**config.mk**
```make
export PLATFORM = sky130hd
export DESIGN_NAME = pipe_stage_buffer
export DESIGN_NICKNAME = d
export VERILOG_FILES = /design/src/rtl/general_defs_pkg.sv /design/src/rtl/pipe_ptr_counter.sv /design/src/rtl/pipe_stage_buffer.sv
export SDC_FILE = /design/constraint.sdc
export NUM_CORES = 1
export LEC_CHECK = 0
export BUFFER_PORTS_ARGS = -buffer_cell sky130_fd_sc_hd__buf_2
export CAP_MARGIN = 20
export CORE_MARGIN = 2
export CORE_UTILIZATION = 48
export CTS_CLUSTER_DIAMETER = 50
export CTS_CLUSTER_SIZE = 16
export DETAILED_ROUTE_END_ITERATION = 7
export PLACE_DENSITY_LB_ADDON = 0.2
export SYNTH_ARGS = -nofsm -noshare
export SYNTH_HDL_FRONTEND = slang
export SYNTH_SLANG_ARGS = --single-unit
```
**constraint.sdc**
```tcl
create_clock -name clk_i -period 2 [get_ports clk_i]
set_clock_uncertainty 0.05 [all_clocks]
set_input_delay 0 -clock clk_i [delete_from_list [all_inputs] [get_ports clk_i]]
set_output_delay 0 -clock clk_i [all_outputs]
set_load 0.02 [all_outputs]
```
**src/rtl/general_defs_pkg.sv**
```systemverilog
// Shared definitions for the pipeline datapath: word/address widths,
// stall-counter width and the buffer operation encoding.
package general_defs;

    localparam int unsigned WORD             = 32;
    localparam int unsigned ADDR_WIDTH       = 5;
    localparam int unsigned PIPE_STALL_CNT_W = 16;

    typedef enum logic [1:0] {
        BUF_IDLE     = 2'b00,
        BUF_POP      = 2'b01,
        BUF_PUSH     = 2'b10,
        BUF_PUSH_POP = 2'b11
    } buf_op_e;

endpackage

```
**src/rtl/pipe_ptr_counter.sv**
```systemverilog
// Wrapping pointer with enable and synchronous clear; wraps at 2**PTR_W,
// which equals the buffer depth because depth is a power of two.
module pipe_ptr_counter #(
    parameter int unsigned PTR_W = 1
) (
    input  logic             clk_i,
    input  logic             reset_i,
    input  logic             en_i,
    input  logic             clr_i,
    output logic [PTR_W-1:0] ptr_o
);

    always_ff @(posedge clk_i or posedge reset_i) begin
        if (reset_i) begin
            ptr_o <= '0;
        end else if (clr_i) begin
            ptr_o <= '0;
        end else if (en_i) begin
            ptr_o <= ptr_o + PTR_W'(1);
        end
    end

endmodule

```
**src/rtl/pipe_stage_buffer.sv**
```systemverilog
// Data-agnostic valid/ready pipeline buffer: flop-array FIFO with flush
// and a saturating backpressure-cycle counter.
module pipe_stage_buffer
    import general_defs::*;
#(
    parameter int unsigned DATA_W = WORD,
    parameter int unsigned DEPTH  = 2
) (
    input  logic                          clk_i,
    input  logic                          reset_i,
    input  logic                          valid_i,
    output logic                          ready_o,
    input  logic [DATA_W-1:0]             data_i,
    input  logic                          flush_i,
    output logic                          valid_o,
    input  logic                          ready_i,
    output logic [DATA_W-1:0]             data_o,
    output logic [$clog2(DEPTH):0]        count_o,
    output logic [PIPE_STALL_CNT_W-1:0]   stall_cnt_o
);

    localparam int unsigned PTR_W = $clog2(DEPTH);
    localparam int unsigned CNT_W = PTR_W + 1;

    logic [DATA_W-1:0] mem [DEPTH];
    logic [PTR_W-1:0]  head;
    logic [PTR_W-1:0]  tail;
    logic              push;
    logic              pop;
    buf_op_e           op;

    // Handshakes decode from registered count only; flush masks both.
    assign ready_o = (count_o < CNT_W'(DEPTH));
    assign valid_o = (count_o != '0);
    assign data_o  = mem[head];
    assign push    = valid_i && ready_o && !flush_i;
    assign pop     = valid_o && ready_i && !flush_i;

    always_comb begin
        op = BUF_IDLE;
        unique case ({push, pop})
            2'b10:   op = BUF_PUSH;
            2'b01:   op = BUF_POP;
            2'b11:   op = BUF_PUSH_POP;
            default: op = BUF_IDLE;
        endcase
    end

    pipe_ptr_counter #(.PTR_W(PTR_W)) u_head_ptr (
        .clk_i   (clk_i),
        .reset_i (reset_i),
        .en_i    (pop),
        .clr_i   (flush_i),
        .ptr_o   (head)
    );

    pipe_ptr_counter #(.PTR_W(PTR_W)) u_tail_ptr (
        .clk_i   (clk_i),
        .reset_i (reset_i),
        .en_i    (push),
        .clr_i   (flush_i),
        .ptr_o   (tail)
    );

    always_ff @(posedge clk_i or posedge reset_i) begin
        if (reset_i) begin
            count_o <= '0;
        end else if (flush_i) begin
            count_o <= '0;
        end else begin
            unique case (op)
                BUF_PUSH: count_o <= count_o + CNT_W'(1);
                BUF_POP:  count_o <= count_o - CNT_W'(1);
                default:  count_o <= count_o;
            endcase
        end
    end

    // Storage resets so data_o reads zero while reset is held.
    always_ff @(posedge clk_i or posedge reset_i) begin
        if (reset_i) begin
            for (int unsigned i = 0; i < DEPTH; i++) begin
                mem[i] <= '0;
            end
        end else if (push) begin
            mem[tail] <= data_i;
        end
    end

    always_ff @(posedge clk_i or posedge reset_i) begin
        if (reset_i) begin
            stall_cnt_o <= '0;
        end else if (valid_o && !ready_i && !flush_i && (stall_cnt_o != '1)) begin
            stall_cnt_o <= stall_cnt_o + PIPE_STALL_CNT_W'(1);
        end
    end

endmodule

```
==> metrics.md <==
| Metric | Value |
|---|---|
| Run status | `complete, no violations` |
| Synth Warn # | `0` |
| ANT nets after route | `0` |
| Die Wd | `between 90 and 100 um` |
| CTS sink count | `84` |
| Worst Setup Path Type | `reg -> reg` |
| Largest net degree at the start of global routing | `31` |
| Period Utilization, post-route | `0.923` |
| Inst Count DP | `460` |
| Yosys cell types | `34` |
| Design area | `between 4000 and 5000 um^2` |
| XOR/XNOR Fraction of Synth Area | `0.0325` |
| Register bit total from synthesis | `between 80 and 90` |
| Global-route wire length before repair | `roughly 12000 um` |
| Seq/Total Area, Yosys | `0.557` |
| CTS tree | `yes` |
| Layout area overhead | `32.3%` |
| Primary FF master, synth | `dfrtp_1` |
| DR iter-0 viols | `81` |
| Final min period | `around 1.8 ns` |
| Mapped cell area | `roughly 3800 um^2` |
| HP Class | `in -> reg` |
| DRC Markers | `0` |
| Ports | `~90` |
| Mean number of vias per cell | `between 5 and 6` |
| Peak Freq | `approximately 0.54 GHz` |
| GR Util met1 | `0.238` |
| Port Buf Inserts | `between 80 and 90` |
| FP Rows | `32` |
| Pins Over Slew Limit | `0` |
| Worst Path Max Fanout | `5` |
| Dpl cell area | `between 4000 and 5000 um^2` |
| Post-Place Worst Slack | `around 0.16 ns` |
| Syn Nets | `309` |
| RSZ-0062 raised after global routing | `false` |
| Most Crowded Layer GR | `met2` |
| Commonest non-fill, non-tap cell in the layout | `mux2_2` |
| CP startpoint kind | `register` |
| Met3 usage | `0.0391` |
| GPL Wtd Cong | `between 0.7 and 0.8` |
| Chip height | `around 93 um` |
| Latest clock arrival within the worst-skew pair | `0.34 ns` |
| Simple-Gate Fraction of Synth Area | `0.0719` |
| N_diodes | `0` |
| Mux share of post-synthesis cell area | `0.299` |
| Cell Count, Final, Fillers Out | `between 500 and 600` |
| MaxCap Viol Count | `0` |
| EDFF count, synth | `0` |
| Critical path endpoint category | `register` |
| Setup_tns | `0 ns` |
| Lkg Pwr | `2.28 nW` |
| Routed vias | `2593` |
| DP Wirelength | `slightly below 5000 um` |
| Vias in the first global route | `~2600` |
| WL/cell | `roughly 15 um` |
| Mapped Avg Cell Area | `about 14 um^2` |
| Async SR Flop Fraction | `1.00` |
| Setup ws final | `0.154 ns` |
| Synth Area in Compound Gates | `0.0172` |
| Number of antenna violations at the first check in global routing | `0` |
| Worst slew margin | `0.563` |
| Fraction of layout cells with a size suffix above 1 | `0.528` |
| Bufs on Longest Clock Path | `2` |
| Tightest Pin Transition | `0.654 ns` |
| Core area | `between 7000 and 8000 um^2` |
| Final setup violating endpoints | `0` |
| Largest family of logic cells by synthesized area | `multiplexers` |
| Worst-path clk slew | `roughly 0.080 ns` |
| Pre-antenna DRT Iters | `4` |
| Initial core utilization | `0.491` |
| Final wirelength | `about 7400 um` |
| Root buf cell | `clkbuf_8` |
| Fin Hold WS | `about 0.029 ns` |
| Grt ovf | `0` |
| M2 GR Usage | `0.311` |
| Final Hold Vio Count | `0` |
| CP required | `between 2 and 2.5 ns` |
| GRT Total Usage | `0.186` |
| CP arrival | `2.02 ns` |
| Adder-cell share of the synthesized area | `0.00331` |
| H-Tree Depth | `3` |
| Die area | `8590 um^2` |
| Power Density | `roughly 1000 nW/um^2` |
| Post-layout net count | `442` |
| CTS Buf Count | `9` |
| Post-synthesis cell count | `~270` |
| Worst vdd ir | `0.000538 V` |
| Most frequent cells in the layout | `95 x mux2_2, 88 x buf_2, 84 x dfrtp_1` |
==> cells in the mapped netlist, types with 2 or more instances <==
| library cell | instances | share of area |
|---|---|---|
| xnor2_1 | 4 | 0.0093 |
| nor2b_1 | 2 | 0.0033 |
| nand2_1 | 8 | 0.0080 |
| inv_1 | 5 | 0.0050 |
| mux2_2 | 95 | 0.28 |
| nor4_1 | 3 | 0.0050 |
| xor2_1 | 10 | 0.023 |
| buf_2 | 7 | 0.0093 |
| mux2_1 | 3 | 0.0089 |
| a21oi_1 | 4 | 0.0053 |
| nor2_1 | 7 | 0.0070 |
| dfrtp_1 | 84 | 0.56 |
| nor3_1 | 4 | 0.0053 |
| nand2b_1 | 2 | 0.0033 |
| clkbuf_1 | 5 | 0.0050 |
| a211oi_1 | 2 | 0.0040 |
| nand3_1 | 5 | 0.0066 |
| nand4_1 | 5 | 0.0083 |
==> cell type report <==
class	instances	area (um^2)
Tap cell	102	128
Fill cell	607	2700
Sequential cell	84	2100
Inverter	5	22.5
Timing Repair Buffer	134	911
Clock inverter	4	72.6
Multi-Input combinational cell	170	1610
Clock buffer	12	145
==> registers in the layout, indices dropped and copies added (netlist names) <==
| name | cells |
|---|---|
| mem | 64 |
| stall_cnt_o | 16 |
| count_o | 2 |
| u_head_ptr.ptr_o | 1 |
| u_tail_ptr.ptr_o | 1 |
==> logic make-up (layout without fill, tap and decap cells) <==
family	Yosys count	count (layout)
DFF	84	84
xor gates and xnor gates	14	14
and+or+nand+nor	45	45
buffers and inverters	17	155
muxes	100	100
AOI/OAI and AO/OA	10	10
adders and majority gates	1	1
==> layer usage <==
metal	share of wire	vias to the layer above
met1	0.45	1289
li1	-	1237
met5	0	-
met3	0.043	8
met2	0.49	59
met4	0.013	0
==> where the power goes <==
group	internal, mW	total [mW]	switching [mW]
clock network	0.737	1.31	0.570
registers	2.12	2.36	0.242
logic	0.743	1.43	0.687
==> critical path, cell delays in order (launching register included) <==
cell	delay (ns)
dfrtp_1	0.42
nand4_1	0.19
or2_4	0.29
or4_4	0.48
mux2_4	0.30
==> timing repair <==
item | CTS | global route
setup endpoints to repair | 0 | 1
buffers inserted | 0 | 0
gates resized for setup | 0 | 1
endpoints found under the hold margin | 96 | 0
hold buffers | 35 | 0
==> per-stage QoR <==
stage | power [mW] | util
4_1_cts | 5.16 | 0.649
2_1_floorplan | 3.36 | -
5_1_grt | 5.41 | 0.649
3_5_place_dp | 3.79 | 0.576
6_report | 5.10 | 0.649
3_3_place_gp | 3.74 | 0.576
==> final timing paths <==
check	startpoint	end	slack, ns	cells past startpoint
min in group asynchronous	reset_i	mem[52]$_DFFE_PP0P_	0.24	3
max in group asynchronous	reset_i	mem[60]$_DFFE_PP0P_	0.88	4
max	stall_cnt_o[9]$_DFFE_PP0P_	stall_cnt_o[15]$_DFFE_PP0P_	0.15	4
min reg2reg	mem[48]$_DFFE_PP0P_	mem[48]$_DFFE_PP0P_	0.44	1
max reg2reg	stall_cnt_o[9]$_DFFE_PP0P_	stall_cnt_o[15]$_DFFE_PP0P_	0.15	4
min	valid_i	count_o[1]$_DFFE_PP0P_	0.03	4
(Power assumes the default switching activity.)
